`src/rtl/mul_div_unit.sv`:
```
// -----------------------------------------------------------------------------
// MulDivUnit -- iterative multiply / divide unit for the E stage.
//
// Purpose:
//   Executes MULT, MULTU, DIV and DIVU on forwarded register operands and
//   writes the 64-bit result into the HI/LO registers. Multiplies use a single
//   cycle array multiplier on operand magnitudes; divides use a 32-iteration
//   restoring shift-subtract on operand magnitudes. Signs are fixed up when
//   the result is written. While busy the unit asks the hazard unit to hold
//   the E and D stages.
//
// Ports:
//   clk             in   rising-edge clock
//   resetn          in   asynchronous reset, active low
//   start_i         in   multiply/divide instruction present in E
//   op_i[1:0]       in   00 MULT, 01 MULTU, 10 DIV, 11 DIVU
//   a_i[31:0]       in   rs operand (multiplicand / dividend)
//   b_i[31:0]       in   rt operand (multiplier / divisor)
//   flushE          in   E-stage flush (only honoured with MUL_DIV_FLUSH_EN)
//   mut_div_stallE  out  stall request to the hazard unit (combinational)
//   hi_o[31:0]      out  HI register (product high word / remainder)
//   lo_o[31:0]      out  LO register (product low word / quotient)
//   result_valid_o  out  one-cycle pulse in the cycle after hi_o/lo_o update
//
// Configuration:
//   MUL_DIV_FLUSH_EN  when defined, flushE abandons an in-flight operation and
//                     suppresses starting a new one. When undefined, flushE is
//                     ignored and every started operation runs to completion.
// -----------------------------------------------------------------------------
module mul_div_unit (
    input  logic        clk,
    input  logic        resetn,
    input  logic        start_i,
    input  logic [1:0]  op_i,
    input  logic [31:0] a_i,
    input  logic [31:0] b_i,
    input  logic        flushE,
    output logic        mut_div_stallE,
    output logic [31:0] hi_o,
    output logic [31:0] lo_o,
    output logic        result_valid_o
);

    typedef enum logic [1:0] {
        IDLE = 2'd0,
        MUL  = 2'd1,
        DIV  = 2'd2,
        DONE = 2'd3
    } MulDivState;

    MulDivState state;
    MulDivState nextState;

    // Operand magnitude registers. aWork starts as |a| and, during a divide,
    // is shifted left so that the dividend bits leave from the top while the
    // quotient bits enter at the bottom.
    logic [31:0] aWork;
    logic [31:0] bMag;
    logic [31:0] remReg;
    logic [4:0]  divCount;
    logic        negResult;
    logic        negRem;

    // FSM strobes towards the datapath.
    logic        captureOp;
    logic        writeMul;
    logic        writeDiv;
    logic        divStep;
    logic        stallReq;
    logic        validReq;
    logic        flushActive;

    logic        opSigned;
    logic        aNeg;
    logic        bNeg;
    logic [31:0] aMagIn;
    logic [31:0] bMagIn;

    logic [63:0] prodMag;
    logic [63:0] prodFinal;
    logic [32:0] divShifted;
    logic [31:0] divTrial;
    logic        divFits;
    logic [31:0] remNext;
    logic [31:0] quotNext;
    logic [31:0] quotFinal;
    logic [31:0] remFinal;

    // The flush input only has an effect when the feature is built in; in the
    // default build it is tied off so the operation always completes.
`ifdef MUL_DIV_FLUSH_EN
    assign flushActive = flushE;
`else
    logic unusedFlushE;
    assign unusedFlushE = flushE;
    assign flushActive  = 1'b0;
`endif

    // Operand conditioning at capture time: signed ops take magnitudes and
    // remember which result signs must be restored at the end. The product and
    // quotient are negative when the operand signs differ; the remainder
    // follows the dividend.
    always_comb begin
        opSigned = ~op_i[0];
        aNeg     = opSigned & a_i[31];
        bNeg     = opSigned & b_i[31];
        aMagIn   = aNeg ? (32'd0 - a_i) : a_i;
        bMagIn   = bNeg ? (32'd0 - b_i) : b_i;
    end

    // Multiply path: unsigned 64-bit product of the magnitudes, negated as a
    // whole 64-bit value when the result is negative.
    always_comb begin
        prodMag   = {32'd0, aWork} * {32'd0, bMag};
        prodFinal = negResult ? (64'd0 - prodMag) : prodMag;
    end

    // One restoring divide iteration. The partial remainder is shifted left
    // with the next dividend bit; the divisor is subtracted only if it fits.
    // With a zero divisor it always fits, which yields an all-ones quotient
    // and leaves the dividend in the remainder without any special casing.
    always_comb begin
        divShifted = {remReg, aWork[31]};
        divTrial   = divShifted[31:0] - bMag;
        divFits    = (divShifted >= {1'b0, bMag});
        remNext    = divFits ? divTrial : divShifted[31:0];
        quotNext   = {aWork[30:0], divFits};
        quotFinal  = negResult ? (32'd0 - quotNext) : quotNext;
        remFinal   = negRem ? (32'd0 - remNext) : remNext;
    end

    // State register.
    always_ff @(posedge clk or negedge resetn) begin
        if (!resetn) begin
            state <= IDLE;
        end else begin
            state <= nextState;
        end
    end

    // Next-state and control decode. A flush overrides everything: it drops
    // the stall immediately, kills any pending write or pulse, and sends the
    // machine back to IDLE. DONE always returns to IDLE so a start_i still
    // high from the same instruction cannot re-trigger it.
    always_comb begin
        nextState = state;
        captureOp = 1'b0;
        writeMul  = 1'b0;
        writeDiv  = 1'b0;
        divStep   = 1'b0;
        stallReq  = 1'b0;
        validReq  = 1'b0;

        case (state)
            IDLE: begin
                if (start_i) begin
                    captureOp = 1'b1;
                    stallReq  = 1'b1;
                    nextState = op_i[1] ? DIV : MUL;
                end
            end
            MUL: begin
                stallReq  = 1'b1;
                writeMul  = 1'b1;
                nextState = DONE;
            end
            DIV: begin
                stallReq = 1'b1;
                divStep  = 1'b1;
                if (divCount == 5'd31) begin
                    writeDiv  = 1'b1;
                    nextState = DONE;
                end
            end
            DONE: begin
                validReq  = 1'b1;
                nextState = IDLE;
            end
            default: begin
                nextState = IDLE;
            end
        endcase

        if (flushActive) begin
            nextState = IDLE;
            captureOp = 1'b0;
            writeMul  = 1'b0;
            writeDiv  = 1'b0;
            divStep   = 1'b0;
            stallReq  = 1'b0;
            validReq  = 1'b0;
        end
    end

    // Outputs are gated with resetn so a reset asserted while start_i is still
    // high shows no stall in the same instant.
    assign mut_div_stallE = stallReq & resetn;
    assign result_valid_o = validReq & resetn;

    // Operand capture and divide iteration state.
    always_ff @(posedge clk or negedge resetn) begin
        if (!resetn) begin
            aWork     <= 32'd0;
            bMag      <= 32'd0;
            remReg    <= 32'd0;
            divCount  <= 5'd0;
            negResult <= 1'b0;
            negRem    <= 1'b0;
        end else if (captureOp) begin
            aWork     <= aMagIn;
            bMag      <= bMagIn;
            remReg    <= 32'd0;
            divCount  <= 5'd0;
            negResult <= aNeg ^ bNeg;
            negRem    <= aNeg;
        end else if (divStep) begin
            aWork    <= quotNext;
            remReg   <= remNext;
            divCount <= divCount + 5'd1;
        end
    end

    // HI/LO registers only change on the cycle that leaves MUL or DIV, so
    // they hold the previous result throughout a new operation and on flush.
    always_ff @(posedge clk or negedge resetn) begin
        if (!resetn) begin
            hi_o <= 32'd0;
            lo_o <= 32'd0;
        end else if (writeMul) begin
            hi_o <= prodFinal[63:32];
            lo_o <= prodFinal[31:0];
        end else if (writeDiv) begin
            hi_o <= remFinal;
            lo_o <= quotFinal;
        end
    end

endmodule

```
`config.mk`:
```
export PLATFORM = sky130hd
export DESIGN_NAME = mul_div_unit
export DESIGN_NICKNAME = d
export VERILOG_FILES = /design/src/rtl/mul_div_unit.sv
export SDC_FILE = /design/constraint.sdc
export NUM_CORES = 2
export LEC_CHECK = 0
export CORE_AREA = 2 2 291 293
export CTS_CLUSTER_DIAMETER = 60
export DETAILED_ROUTE_END_ITERATION = 6
export DIE_AREA = 0 0 293 295
export GPL_TIMING_DRIVEN = 0
export PLACE_DENSITY = 0.81
export SLEW_MARGIN = 20
export SYNTH_ARGS = -nofsm -noshare
export SYNTH_HDL_FRONTEND = slang
export SYNTH_SLANG_ARGS = --single-unit
```
`constraint.sdc`:
```
create_clock -name clk -period 8.4 [get_ports clk]
set_input_delay 1.68 -clock clk [delete_from_list [all_inputs] [get_ports clk]]
set_output_delay 1.68 -clock clk [all_outputs]
set_load 0.005 [all_outputs]
```
==> flow_summary.toml <==
[outcome]
violations = "design-rule violations, negative setup slack"
status = "finished, violations left"

[setup_path]
max_stage_delay_ns = 0.62
reg2reg_slack_ns = -1.03
crit_path_top_delay_cell = "fa_2"
crit_type = "flop to flop"
crit_arrival_ns = 9.83
required_ns = 8.79
crit_fanout = 10
crit_path_frequent_cell = "fa_1"
cp-start-kind = "flop"
cp-end-kind = "flop"

[clock_tree]
numCtsBuffers = 17
clk_latency_ns = 0.53
cts_tree = "yes"
clock-sinks = 169
root_buffer = "clkbuf_16"
cts_max_level = 4
clk_path_buf_depth = 2
path_clk_slew_ns = 0.09

[yosys]
synth_largest_area_cell = "fa_1"
synth_seq_cells = 169
postSynthCellCount = 5743
ys_seq_area_frac = 0.0870
synthFlopType = "dfrtp_1"
synth.top_cell.area_share = 0.369
synth.distinct_cells = 92
synth.net_count = 7019
yosys_warnings = 0
synth-edff-count = 0
synth_area_per_cell_um2 = 8.47
ys_async_sr_fraction = 1.00
netlist_top_cells_area = "fa_1, dfrtp_1, ha_1"
syn_area_um2 = 48600

[drt]
drtIter0Drc = 6401
drc_errors = 63
firstDrtPassIters = 7
viasPerCell = 6.43
dr_total_vias = 46363
routed_wl_um = 208000
wl_per_cell_um = 28.8
postRouteAntennaNets = 0

[die]
pin_count = 136
rows = 106
die_w_um = 293
die_h_um = 295
die_area_um2 = 86400
initial_core_util = 0.585
design.core.area_um2 = 83200

[run]
max_cap_violations = 0

[cells_and_area]
final-instance-count-excl-fill = 7205
drive_above_1_share = 0.147
final_cell_mix = "inv_1, fa_1, nand2_1, and2_1, ha_1"
syn_to_final_growth_pct = 18.3
nets = 7375
fillers = 6403
final_common_cell = "inv_1"

[timing]
tightestPinTransition_ns = 1.12
rsz0062_at_grt = "true"
setup_ws_ns = -1.03
post-route-period-util = 1.12
setup_viol = 34
slew_headroom = 0.251
slew_violations = 0
hold_viol = 0
finClkSkew_ns = 0.0232
clock.fmax_mhz = 106
layout_min_cycle_time_ns = 9.43

[placed_design]
place_inst = 6958
place.gp.congestion = 1.10
dpl.hpwl_um = 165000
io_buffers = 134

[grt]
grt_util_all_layers = 0.480
antenna_found_initial = 20
grt-ovfl-total = 0
grt_pass1_wl_um = 300000
grt_max_degree = 92
grt_pass1_vias = 46537

[min_path]
hold_class = "flop to flop"
final cells by class:
class,count,area [um2],share of cell area
repair buffers,355,3240,0.0564
diodes,13,32.5,0.000566
plain buffers,352,3200,0.0556
flip-flops and latches,169,4280,0.0744
well taps,1080,1350,0.0235
clock buffers,17,425,0.00740
multi-input cells,4239,41200,0.716
inverters,965,3630,0.0631
clock inverters,15,173,0.00300
state kept, by name, summed over array words and instances (netlist names):
name	cells
divCount	5
aWork	32
lo_o	32
hi_o	32
negRem	1
bMag	32
state	2
negResult	1
remReg	32
metrics by stage:
step | hold slack [ns] | worst slack, ns | area [um2] | setup TNS, ns | utilization
global route | 0.590 | -1.15 | 57500 | -25.63 | 0.691
finish | 0.543 | -1.03 | 57500 | -20.18 | 0.692
global placement | 0.514 | -2.72 | 51800 | -398.73 | 0.622
CTS | 0.546 | -0.788 | 56200 | -11.32 | 0.676
floorplan | 0.493 | -0.122 | 49100 | -0.427 | -
detailed placement | 0.522 | -2.29 | 51800 | -60.00 | 0.623
timing repair:
| item | in CTS | in global routing |
|---|---|---|
| cloned | 3 | 0 |
| resized for setup | 713 | 274 |
| pin swaps | 114 | 188 |
| hold buffers | 0 | 0 |
| buffers inserted | 156 | 69 |
| setup endpoints to repair | 48 | 44 |
final timing paths:
check / startpoint / end / cells after the start
max: aWork[12] / hi_o[22] / 29
min: divCount[3] / divCount[3] / 2
max reg2reg: aWork[12] / hi_o[22] / 29
min reg2reg: divCount[3] / divCount[3] / 2
max in group asynchronous: resetn / hi_o[24] / 2
min in group asynchronous: resetn / bMag[10] / 1
critical path: cells and delay by family, from the launching register on:
| family | cells | cell delay [ns] |
|---|---|---|
| XOR/XNOR | 1 | 0.36 |
| flip-flops | 1 | 0.44 |
| AO/OA/AOI/OAI | 7 | 1.53 |
| adder cells (fa/ha/maj) | 9 | 4.54 |
| AND/OR/NAND/NOR | 5 | 1.69 |
| buffers and inverters | 7 | 0.73 |
routing by layer:
layer  vias up  part of all wire  global-route usage
met4        18             0.092               0.347
met5         -           0.00076                   0
met1     22548              0.34               0.591
met3      1117              0.15               0.194
met2      3911              0.41               0.684
li1      18769                 -                   -
kinds of logic (layout without fill, tap and decap cells):
| logic type | after synthesis | in the layout | synth area share |
|---|---|---|---|
| adders and majority gates | 1206 | 1206 | 0.449 |
| other | 0 | 13 | 0 |
| and+or+nand+nor | 1932 | 1932 | 0.197 |
| muxes | 69 | 69 | 0.0143 |
| buffers and inverters | 1335 | 1704 | 0.105 |
| xor gates and xnor gates | 234 | 234 | 0.0421 |
| DFF | 169 | 169 | 0.0870 |
| AOI/OAI and AO/OA | 798 | 798 | 0.105 |
Yosys cell counts (all sizes together), types with 116 or more instances:
master / n
inv: 961
fa: 897
nand2: 739
and2: 559
ha: 309
clkbuf: 300
nor2: 271
a21oi: 220
o21ai: 212
dfrtp: 169
xor2: 118
xnor2: 116
Power is left out: the tool's default activity adds up to more than one toggle a clock period on the data nets, which glitch-free logic cannot reach.
